--- src/rtl/apb_slave_if_if.sv ---
`default_nettype none
// =============================================================================
// apb_slave_if_if : APB completer bus and local backend request signals.
// Optional feature macro: APB_WSTRB_EN (adds apb_strb_in).  Rev 1.0
// =============================================================================
interface apb_slave_if_if #(
   parameter int APB_DATA_WIDTH = 32,
   parameter int APB_ADDR_WIDTH = 32
);
   logic                          apb_psel_in;
   logic                          apb_penable_in;
   logic                          apb_write_in;
   logic [APB_ADDR_WIDTH-1:0]     apb_addr_in;
   logic [APB_DATA_WIDTH-1:0]     apb_wdata_in;
`ifdef APB_WSTRB_EN
   logic [APB_DATA_WIDTH/8-1:0]   apb_strb_in;
`endif
   logic [APB_DATA_WIDTH-1:0]     apb_rdata_out;
   logic                          apb_ready_out;
   logic                          apb_slverr_out;

   logic                          other_sel_out;
   logic                          other_write_out;
   logic [APB_ADDR_WIDTH-1:0]     other_addr_out;
   logic [APB_DATA_WIDTH-1:0]     other_wdata_out;
   logic [APB_DATA_WIDTH/8-1:0]   other_strb_out;
   logic [APB_DATA_WIDTH-1:0]     other_rdata_in;
   logic                          other_ready_in;
   logic                          other_error_in;

   modport slave (
`ifdef APB_WSTRB_EN
      input  apb_strb_in,
`endif
      input  apb_psel_in, apb_penable_in, apb_write_in, apb_addr_in, apb_wdata_in,
      output apb_rdata_out, apb_ready_out, apb_slverr_out,
      output other_sel_out, other_write_out, other_addr_out, other_wdata_out, other_strb_out,
      input  other_rdata_in, other_ready_in, other_error_in
   );

   modport master (
`ifdef APB_WSTRB_EN
      output apb_strb_in,
`endif
      output apb_psel_in, apb_penable_in, apb_write_in, apb_addr_in, apb_wdata_in,
      input  apb_rdata_out, apb_ready_out, apb_slverr_out,
      input  other_sel_out, other_write_out, other_addr_out, other_wdata_out, other_strb_out,
      output other_rdata_in, other_ready_in, other_error_in
   );
endinterface
`default_nettype wire

--- src/rtl/apb_slave_if.sv ---
`default_nettype none
// =============================================================================
// apb_slave_if : APB completer bridging to a single-request local backend.
// Optional feature macro: APB_WSTRB_EN (write strobes from the bus).  Rev 1.0
// =============================================================================
module apb_slave_if #(
   parameter int              APB_DATA_WIDTH = 32,
   parameter int              APB_ADDR_WIDTH = 32,
   parameter int              TIMEOUT_CYCLE  = 6,
   parameter longint unsigned ADDR_BASE      = 0,
   parameter longint unsigned ADDR_SIZE      = 'h1000
) (
   input  wire logic     apb_clk_in,
   input  wire logic     apb_rstn_in,
   output logic          other_clk_out,
   apb_slave_if_if.slave bus
);
   localparam int SW = APB_DATA_WIDTH / 8;
   localparam int CW = $clog2(TIMEOUT_CYCLE + 1);
   localparam logic [CW-1:0]             LAST_WAIT = CW'(TIMEOUT_CYCLE - 1);
   localparam logic [APB_ADDR_WIDTH-1:0] BASE      = ADDR_BASE[APB_ADDR_WIDTH-1:0];
   localparam logic [APB_ADDR_WIDTH:0]   WIN_SIZE  = ADDR_SIZE[APB_ADDR_WIDTH:0];

   typedef enum logic [1:0] {IDLE = 2'd0, BUSY = 2'd1, RESP = 2'd2} state_t;

   state_t                    state, state_nxt;
   logic [CW-1:0]             wait_cnt, wait_cnt_nxt;
   logic [APB_DATA_WIDTH-1:0] rdata, rdata_nxt;
   logic                      ready, ready_nxt;
   logic                      slverr, slverr_nxt;
   logic                      sel, sel_nxt;
   logic                      wr, wr_nxt;
   logic [APB_ADDR_WIDTH-1:0] addr, addr_nxt;
   logic [APB_DATA_WIDTH-1:0] wdata, wdata_nxt;
   logic [SW-1:0]             strb, strb_nxt;

   logic [APB_ADDR_WIDTH-1:0] offset;
   logic                      in_range;
   logic [SW-1:0]             req_strb;
   logic                      strb_err;

   assign other_clk_out = apb_clk_in;

   // Offset compare avoids overflow of BASE+SIZE at the top of the address space.
   assign offset   = bus.apb_addr_in - BASE;
   assign in_range = (bus.apb_addr_in >= BASE) && ({1'b0, offset} < WIN_SIZE);

`ifdef APB_WSTRB_EN
   assign req_strb = bus.apb_strb_in;
   assign strb_err = !bus.apb_write_in && (bus.apb_strb_in != '0);
`else
   assign req_strb = {SW{bus.apb_write_in}};
   assign strb_err = 1'b0;
`endif

   always_comb begin
      state_nxt    = state;
      wait_cnt_nxt = wait_cnt;
      rdata_nxt    = rdata;
      ready_nxt    = ready;
      slverr_nxt   = slverr;
      sel_nxt      = sel;
      wr_nxt       = wr;
      addr_nxt     = addr;
      wdata_nxt    = wdata;
      strb_nxt     = strb;
      case (state)
         IDLE: begin
            if (bus.apb_psel_in && !bus.apb_penable_in) begin
               if (in_range && !strb_err) begin
                  state_nxt    = BUSY;
                  sel_nxt      = 1'b1;
                  wr_nxt       = bus.apb_write_in;
                  addr_nxt     = offset;
                  wdata_nxt    = bus.apb_wdata_in;
                  strb_nxt     = req_strb;
                  wait_cnt_nxt = '0;
               end else begin
                  state_nxt  = RESP;
                  ready_nxt  = 1'b1;
                  slverr_nxt = 1'b1;
                  rdata_nxt  = '0;
               end
            end
         end
         BUSY: begin
            if (!bus.apb_psel_in) begin
               state_nxt  = IDLE;
               sel_nxt    = 1'b0;
               ready_nxt  = 1'b0;
               slverr_nxt = 1'b0;
            end else if (bus.other_ready_in) begin
               state_nxt  = RESP;
               sel_nxt    = 1'b0;
               ready_nxt  = 1'b1;
               slverr_nxt = bus.other_error_in;
               rdata_nxt  = wr ? '0 : bus.other_rdata_in;
            end else if (wait_cnt == LAST_WAIT) begin
               state_nxt  = RESP;
               sel_nxt    = 1'b0;
               ready_nxt  = 1'b1;
               slverr_nxt = 1'b1;
               rdata_nxt  = '0;
            end else begin
               wait_cnt_nxt = wait_cnt + CW'(1);
            end
         end
         RESP: begin
            // Either completion or abort: PREADY is a single-cycle pulse in both cases.
            state_nxt  = IDLE;
            ready_nxt  = 1'b0;
            slverr_nxt = 1'b0;
         end
         default: begin
            state_nxt  = IDLE;
            sel_nxt    = 1'b0;
            ready_nxt  = 1'b0;
            slverr_nxt = 1'b0;
         end
      endcase
   end

   always_ff @(posedge apb_clk_in or negedge apb_rstn_in) begin
      if (!apb_rstn_in) begin
         state    <= IDLE;
         wait_cnt <= '0;
         rdata    <= '0;
         ready    <= 1'b0;
         slverr   <= 1'b0;
         sel      <= 1'b0;
         wr       <= 1'b0;
         addr     <= '0;
         wdata    <= '0;
         strb     <= '0;
      end else begin
         state    <= state_nxt;
         wait_cnt <= wait_cnt_nxt;
         rdata    <= rdata_nxt;
         ready    <= ready_nxt;
         slverr   <= slverr_nxt;
         sel      <= sel_nxt;
         wr       <= wr_nxt;
         addr     <= addr_nxt;
         wdata    <= wdata_nxt;
         strb     <= strb_nxt;
      end
   end

   assign bus.apb_rdata_out   = rdata;
   assign bus.apb_ready_out   = ready;
   assign bus.apb_slverr_out  = slverr;
   assign bus.other_sel_out   = sel;
   assign bus.other_write_out = wr;
   assign bus.other_addr_out  = addr;
   assign bus.other_wdata_out = wdata;
   assign bus.other_strb_out  = strb;
endmodule
`default_nettype wire
--- src/flat_wrapper.sv ---
// flat-port wrapper written by rule: the top's interface ports become plain ports
module apb_slave_if_flat 
#(
   parameter int              APB_DATA_WIDTH = 32,
   parameter int              APB_ADDR_WIDTH = 32,
   parameter int              TIMEOUT_CYCLE  = 6,
   parameter longint unsigned ADDR_BASE      = 0,
   parameter longint unsigned ADDR_SIZE      = 'h1000
)
  (apb_clk_in, apb_rstn_in, other_clk_out, bus_apb_psel_in, bus_apb_penable_in, bus_apb_write_in, bus_apb_addr_in, bus_apb_wdata_in, bus_apb_rdata_out, bus_apb_ready_out, bus_apb_slverr_out, bus_other_sel_out, bus_other_write_out, bus_other_addr_out, bus_other_wdata_out, bus_other_strb_out, bus_other_rdata_in, bus_other_ready_in, bus_other_error_in);
  apb_slave_if_if #(.APB_DATA_WIDTH(APB_DATA_WIDTH), .APB_ADDR_WIDTH(APB_ADDR_WIDTH)) bus_i ();
  input  wire logic apb_clk_in;
  input  wire logic apb_rstn_in;
  output logic other_clk_out;
  input wire logic [$bits(bus_i.apb_psel_in)-1:0] bus_apb_psel_in;
  input wire logic [$bits(bus_i.apb_penable_in)-1:0] bus_apb_penable_in;
  input wire logic [$bits(bus_i.apb_write_in)-1:0] bus_apb_write_in;
  input wire logic [$bits(bus_i.apb_addr_in)-1:0] bus_apb_addr_in;
  input wire logic [$bits(bus_i.apb_wdata_in)-1:0] bus_apb_wdata_in;
  output wire logic [$bits(bus_i.apb_rdata_out)-1:0] bus_apb_rdata_out;
  output wire logic [$bits(bus_i.apb_ready_out)-1:0] bus_apb_ready_out;
  output wire logic [$bits(bus_i.apb_slverr_out)-1:0] bus_apb_slverr_out;
  output wire logic [$bits(bus_i.other_sel_out)-1:0] bus_other_sel_out;
  output wire logic [$bits(bus_i.other_write_out)-1:0] bus_other_write_out;
  output wire logic [$bits(bus_i.other_addr_out)-1:0] bus_other_addr_out;
  output wire logic [$bits(bus_i.other_wdata_out)-1:0] bus_other_wdata_out;
  output wire logic [$bits(bus_i.other_strb_out)-1:0] bus_other_strb_out;
  input wire logic [$bits(bus_i.other_rdata_in)-1:0] bus_other_rdata_in;
  input wire logic [$bits(bus_i.other_ready_in)-1:0] bus_other_ready_in;
  input wire logic [$bits(bus_i.other_error_in)-1:0] bus_other_error_in;
  assign bus_i.apb_psel_in = bus_apb_psel_in;
  assign bus_i.apb_penable_in = bus_apb_penable_in;
  assign bus_i.apb_write_in = bus_apb_write_in;
  assign bus_i.apb_addr_in = bus_apb_addr_in;
  assign bus_i.apb_wdata_in = bus_apb_wdata_in;
  assign bus_apb_rdata_out = bus_i.apb_rdata_out;
  assign bus_apb_ready_out = bus_i.apb_ready_out;
  assign bus_apb_slverr_out = bus_i.apb_slverr_out;
  assign bus_other_sel_out = bus_i.other_sel_out;
  assign bus_other_write_out = bus_i.other_write_out;
  assign bus_other_addr_out = bus_i.other_addr_out;
  assign bus_other_wdata_out = bus_i.other_wdata_out;
  assign bus_other_strb_out = bus_i.other_strb_out;
  assign bus_i.other_rdata_in = bus_other_rdata_in;
  assign bus_i.other_ready_in = bus_other_ready_in;
  assign bus_i.other_error_in = bus_other_error_in;
  apb_slave_if #(.APB_DATA_WIDTH(APB_DATA_WIDTH), .APB_ADDR_WIDTH(APB_ADDR_WIDTH), .TIMEOUT_CYCLE(TIMEOUT_CYCLE), .ADDR_BASE(ADDR_BASE), .ADDR_SIZE(ADDR_SIZE)) u_core (.apb_clk_in(apb_clk_in), .apb_rstn_in(apb_rstn_in), .other_clk_out(other_clk_out), .bus(bus_i));
endmodule
--- config.mk ---
export PLATFORM = sky130hd
export DESIGN_NAME = apb_slave_if_flat
export DESIGN_NICKNAME = d
export VERILOG_FILES = /design/src/rtl/apb_slave_if_if.sv /design/src/rtl/apb_slave_if.sv /design/src/flat_wrapper.sv
export SDC_FILE = /design/constraint.sdc
export NUM_CORES = 1
export LEC_CHECK = 0
export BUFFER_PORTS_ARGS = -buffer_cell sky130_fd_sc_hd__buf_2
export CORE_MARGIN = 3
export CORE_UTILIZATION = 46
export DETAILED_ROUTE_END_ITERATION = 8
export GPL_ROUTABILITY_DRIVEN = 0
export PLACE_DENSITY = 0.8
export RECOVER_POWER = 25
export SLEW_MARGIN = 10
export SYNTH_ARGS = -nofsm -noshare
export SYNTH_HDL_FRONTEND = slang
export SYNTH_SLANG_ARGS = --single-unit
--- constraint.sdc ---
create_clock -name apb_clk_in -period 2.07 [get_ports apb_clk_in]
set_clock_uncertainty 0.1 [all_clocks]
set_input_delay 0.414 -clock apb_clk_in [delete_from_list [all_inputs] [get_ports apb_clk_in]]
set_output_delay 0.414 -clock apb_clk_in [all_outputs]
set_load 0.02 [all_outputs]
-- After elaboration in Yosys (flattened, before gate mapping)
Cells that the tools add are included.
- $lt $le $gt $ge: 2
- reduce and logical (&&, ||, !) cells: 11
- divide/modulo/power cells: 0
- equal/unequal tests: 11
- mux-type cells: 34
- add/subtract/negate cells: 1
- bitwise operators: 1
- $mul: 0
- shifts and indexed selects: 0
- operators with widths (kind ; number):
    32-bit two-way mux ; 6
    32-bit case mux with 2 select lines ; 1
    32-bit by 1-bit greater-or-equal comparator with 1-bit output (second input constant) ; 1
    32-bit by 13-bit < comparator with 1-bit output (second input constant) ; 1
    3-bit two-way mux ; 5
    1-bit two-way mux ; 12
    2-bit two-way mux ; 5
    2-bit inequality test (second input constant) ; 4
    3-bit case mux with 2 select lines ; 1
    3-bit AND reduction ; 2
    6-bit AND reduction ; 1
    5-bit AND reduction ; 1
    2-bit by 1-bit inequality test with 1-bit output (second input constant) ; 2
    4-bit by 3-bit inequality test with 1-bit output (second input constant) ; 1
    1-bit case mux with 2 select lines ; 2
    2-bit case mux with 2 select lines ; 1
    4-bit AND reduction ; 1
    3-bit by 1-bit adder with 3-bit output (second input constant) ; 1
    3-bit == test (second input constant) ; 1
    3-bit by 2-bit inequality test with 1-bit output (second input constant) ; 1
    1-bit case mux with 3 select lines ; 1
    2-bit by 1-bit == test with 1-bit output (second input constant) ; 1
    2-bit == test (second input constant) ; 1
    1-bit logical AND ; 2
    other kinds (5) ; 5
- memories: 0
- memory bits (read-only): 0
- output and inout bits: 105
- latch bits: 0
- bits in writable memories: 0
- register bits after elaboration: 106
- bits of input ports: 103
- logic and storage cells: 70

-- Longest topological paths before layout
- word-level depth: 5
- depth in mapped cells: 7
- gate-level depth less buffers: 6

==> flow_summary.toml <==
[status]
outcome = "finished clean"

[sta]
worst_hold_slack_ns = 0.0669
maxSlewHeadroom = 0.498
fmax_mhz = 487
fin_crit_sh = 0.992
fin_ws_ns = 0.0169
period_needed_ns = 2.05
tns_ns = 0
rsz0062_at_grt = "no"
hold_viol = 0
report.final.slew_viol_count = 0
finalSetupViolCount = 0
tightest_slew_ns = 0.753

[global_route]
track_usage = 0.188
grt.overflow.total = 0
grt_pass1_vias = 3264
grt_pass1_wl_um = 15300
antenna_found_initial = 0
grt_max_degree = 53

[yosys]
synthMuxAreaShare = 0.124
synth-compound-area-share = 0.0802
ys_types = 32
synth_top_family_by_area = "simple AND/OR/NAND/NOR gates"
ys_seq_area_frac = 0.629
syn_area_per_cell_um2 = 12.6
synthCells = 332
synth_fa_ha_area_frac = 0.00599
netlist_area_um2 = 4180
yosys.area_share.simple = 0.125
ys_ff_latch = 105
yosys_warnings = 0
syn_nets = 437
synth-xor-area-share = 0

[pwr]
leakagePower_nw = 3.52
irDropWorstVdd_uv = 357
p_sw_mw = 0.852
comb_power_share = 0.056
cellInternalPower_mw = 2.80
sequentialPowerShare = 0.565
power_density_nw_per_um2 = 649
swShare = 0.234
power.total_mw = 3.65
clkPwrFrac = 0.380

[setup_path]
arrival_ns = 2.30
endpoint_kind = "flip-flop"
path_class = "in2reg"
path_max_fanout = 52
crit_required_ns = 2.32
critPathLaunchType = "input port"

[clocking]
post_cts_buffers = 0
cts_tree = "yes"
clkSlewWorstSetupHoldPaths_ns = 0.10
clock_latency_ns = 0.45

[drt]
drc = 0
ant_nets = 0
viasPerCell = 4.89
vias = 3228
routedWlPerCell_um = 14.7
dr.pass1.iters = 4
drt-total-wl_um = 9720
initialDrtViolationCount = 83

[final_layout]
fin_nets = 652
seq_area_um2 = 2630
fin_util = 0.641
multi_input_area_um2 = 1420
antenna-diode-count = 0
drive_gt1_frac = 0.498
area_growth_pct = 34.4
nFillCells = 716

[floorplan]
io-pin-count = 208
rows = 34
die_area_um2 = 10300
fp.dieW_um = 101
die_y_um = 101
core_um2 = 8760
initial_utilization = 0.477

[hold_path]
worstHoldPathType = "in2reg"

[place]
port_buffers = 207
hpwlAfterDp_um = 7260
place_ws_ns = -0.458

[run]
cap_violations = 0
## synthesized netlist by cell type
master     number  share of area
nand3_1         1         0.0012
mux2_2         27          0.073
clkbuf_1        7         0.0063
ha_1            2         0.0060
nor2b_1        22          0.033
o2bb2ai_1       1         0.0021
a21o_1         33          0.059
buf_4           8          0.014
a2bb2oi_1       1         0.0021
nor2_1         34          0.031
o21ai_0         3         0.0036
o41ai_1         1         0.0021
and2_1          1         0.0015
a221o_1         1         0.0024
o21bai_2        1         0.0027
nand2b_1        2         0.0030
nand2_1        37          0.033
dfrtp_1       105           0.63
o211ai_1        2         0.0036
mux2_1         19          0.051
nor4_1          4         0.0060
nor3_4          1         0.0039
nor3b_1         1         0.0018
buf_6           2         0.0054
a21bo_2         1         0.0024
or4_1           1         0.0018
nor4bb_1        1         0.0024
inv_1           5         0.0045
nand4_1         1         0.0015
buf_2           5         0.0060
nor4b_1         1         0.0021
or3_4           1         0.0027
## cell families after synthesis
logic type / Yosys count
simple gates: 108
compound gates: 44
flops: 105
mux: 46
fa+ha+maj: 2
buf+inv: 27
## registers in the layout, indices dropped and copies added, names as in the netlist
name and flops:
u_core.state 2, u_core.bus.other_sel_out 1, u_core.bus.other_wdata_out 32, u_core.bus.other_addr_out 32, u_core.bus.apb_slverr_out 1, u_core.bus.apb_ready_out 1
u_core.bus.other_write_out 1, u_core.bus.apb_rdata_out 32, u_core.wait_cnt 3
## placed cells by master, fill, tap and decap left out, types with 2 or more instances in the layout
cell,synthesis,routed
buf_12,0,2
inv_1,5,5
nor4_1,4,4
ha_1,2,2
buf_4,8,11
nand2b_1,2,2
clkbuf_4,0,2
nand2_1,37,37
mux2_2,27,27
o21ai_0,3,3
o211ai_1,2,2
clkinvlp_4,0,2
clkbuf_8,0,14
dfrtp_1,105,105
buf_2,5,206
nor2_1,34,34
mux2_1,19,18
nor2b_1,22,22
a21o_1,33,33
## metrics by stage
step	cells	cell area, um2
6_report	660	5620
5_1_grt	660	5620
4_1_cts	660	5640
3_5_place_dp	640	5400
3_3_place_gp	640	5400
2_1_floorplan	332	4190
## critical path, stage by stage
cell    delay [ns]
buf_2         0.09
or4_4         0.52
or3_4         0.36
nor3_4        0.20
buf_12        0.28
mux2_2        0.38
## power by group through the flow
stage,registers [mW],clock network (mW),logic (mW)
after floorplan,2.11,0.0564,0.0398
after global placement,2.10,0.0451,0.210
after detailed placement,2.10,0.0451,0.214
after CTS,2.06,1.43,0.216
after global routing,2.06,1.52,0.226
final,2.06,1.38,0.203
## final cells by class
cell class	count	share of cell area
timing repair buffer	222	0.210
multi-input combinational	200	0.253
tap	108	0.0241
inverter	5	0.00334
clock buffer	15	0.0352
sequential	105	0.468
clock inverter	5	0.00668
## path summary, 6_finish.rpt
| check | endpoint | depth (start not counted) | startpoint | slack [ns] |
|---|---|---|---|---|
| max in group asynchronous | u_core.bus.other_addr_out[19]$_DFFE_PN0P_ | 3 | apb_rstn_in | 0.35 |
| setup / recovery | u_core.bus.other_addr_out[6]$_DFFE_PN0P_ | 6 | bus_apb_addr_in[18] | 0.02 |
| hold / removal | u_core.bus.other_wdata_out[2]$_DFFE_PN0P_ | 2 | bus_apb_wdata_in[2] | 0.07 |
| setup reg to reg | u_core.bus.other_addr_out[6]$_DFFE_PN0P_ | 4 | u_core.state[1]$_DFFE_PN0P_ | 0.06 |
| min in group asynchronous | u_core.bus.other_addr_out[30]$_DFFE_PN0P_ | 2 | apb_rstn_in | 0.45 |
| hold reg to reg | u_core.bus.apb_rdata_out[29]$_DFFE_PN0P_ | 1 | u_core.bus.apb_rdata_out[29]$_DFFE_PN0P_ | 0.38 |
## layer usage
metal | wire, um | vias to the layer above | GRT usage
li1 | - | 1534 | -
met1 | 3830 | 1533 | 0.221
met2 | 4720 | 153 | 0.317
met3 | 1080 | 8 | 0.0723
met4 | 94 | 0 | 0.0634
met5 | 0 | - | 0
## repair_timing
action,4_1_cts,5_1_grt
hold buffers,1,0
gates resized for setup,0,1
endpoints found under the setup margin,0,1
hold endpoints to repair,29,0
Note: power is estimated with default switching activity, not from simulation.
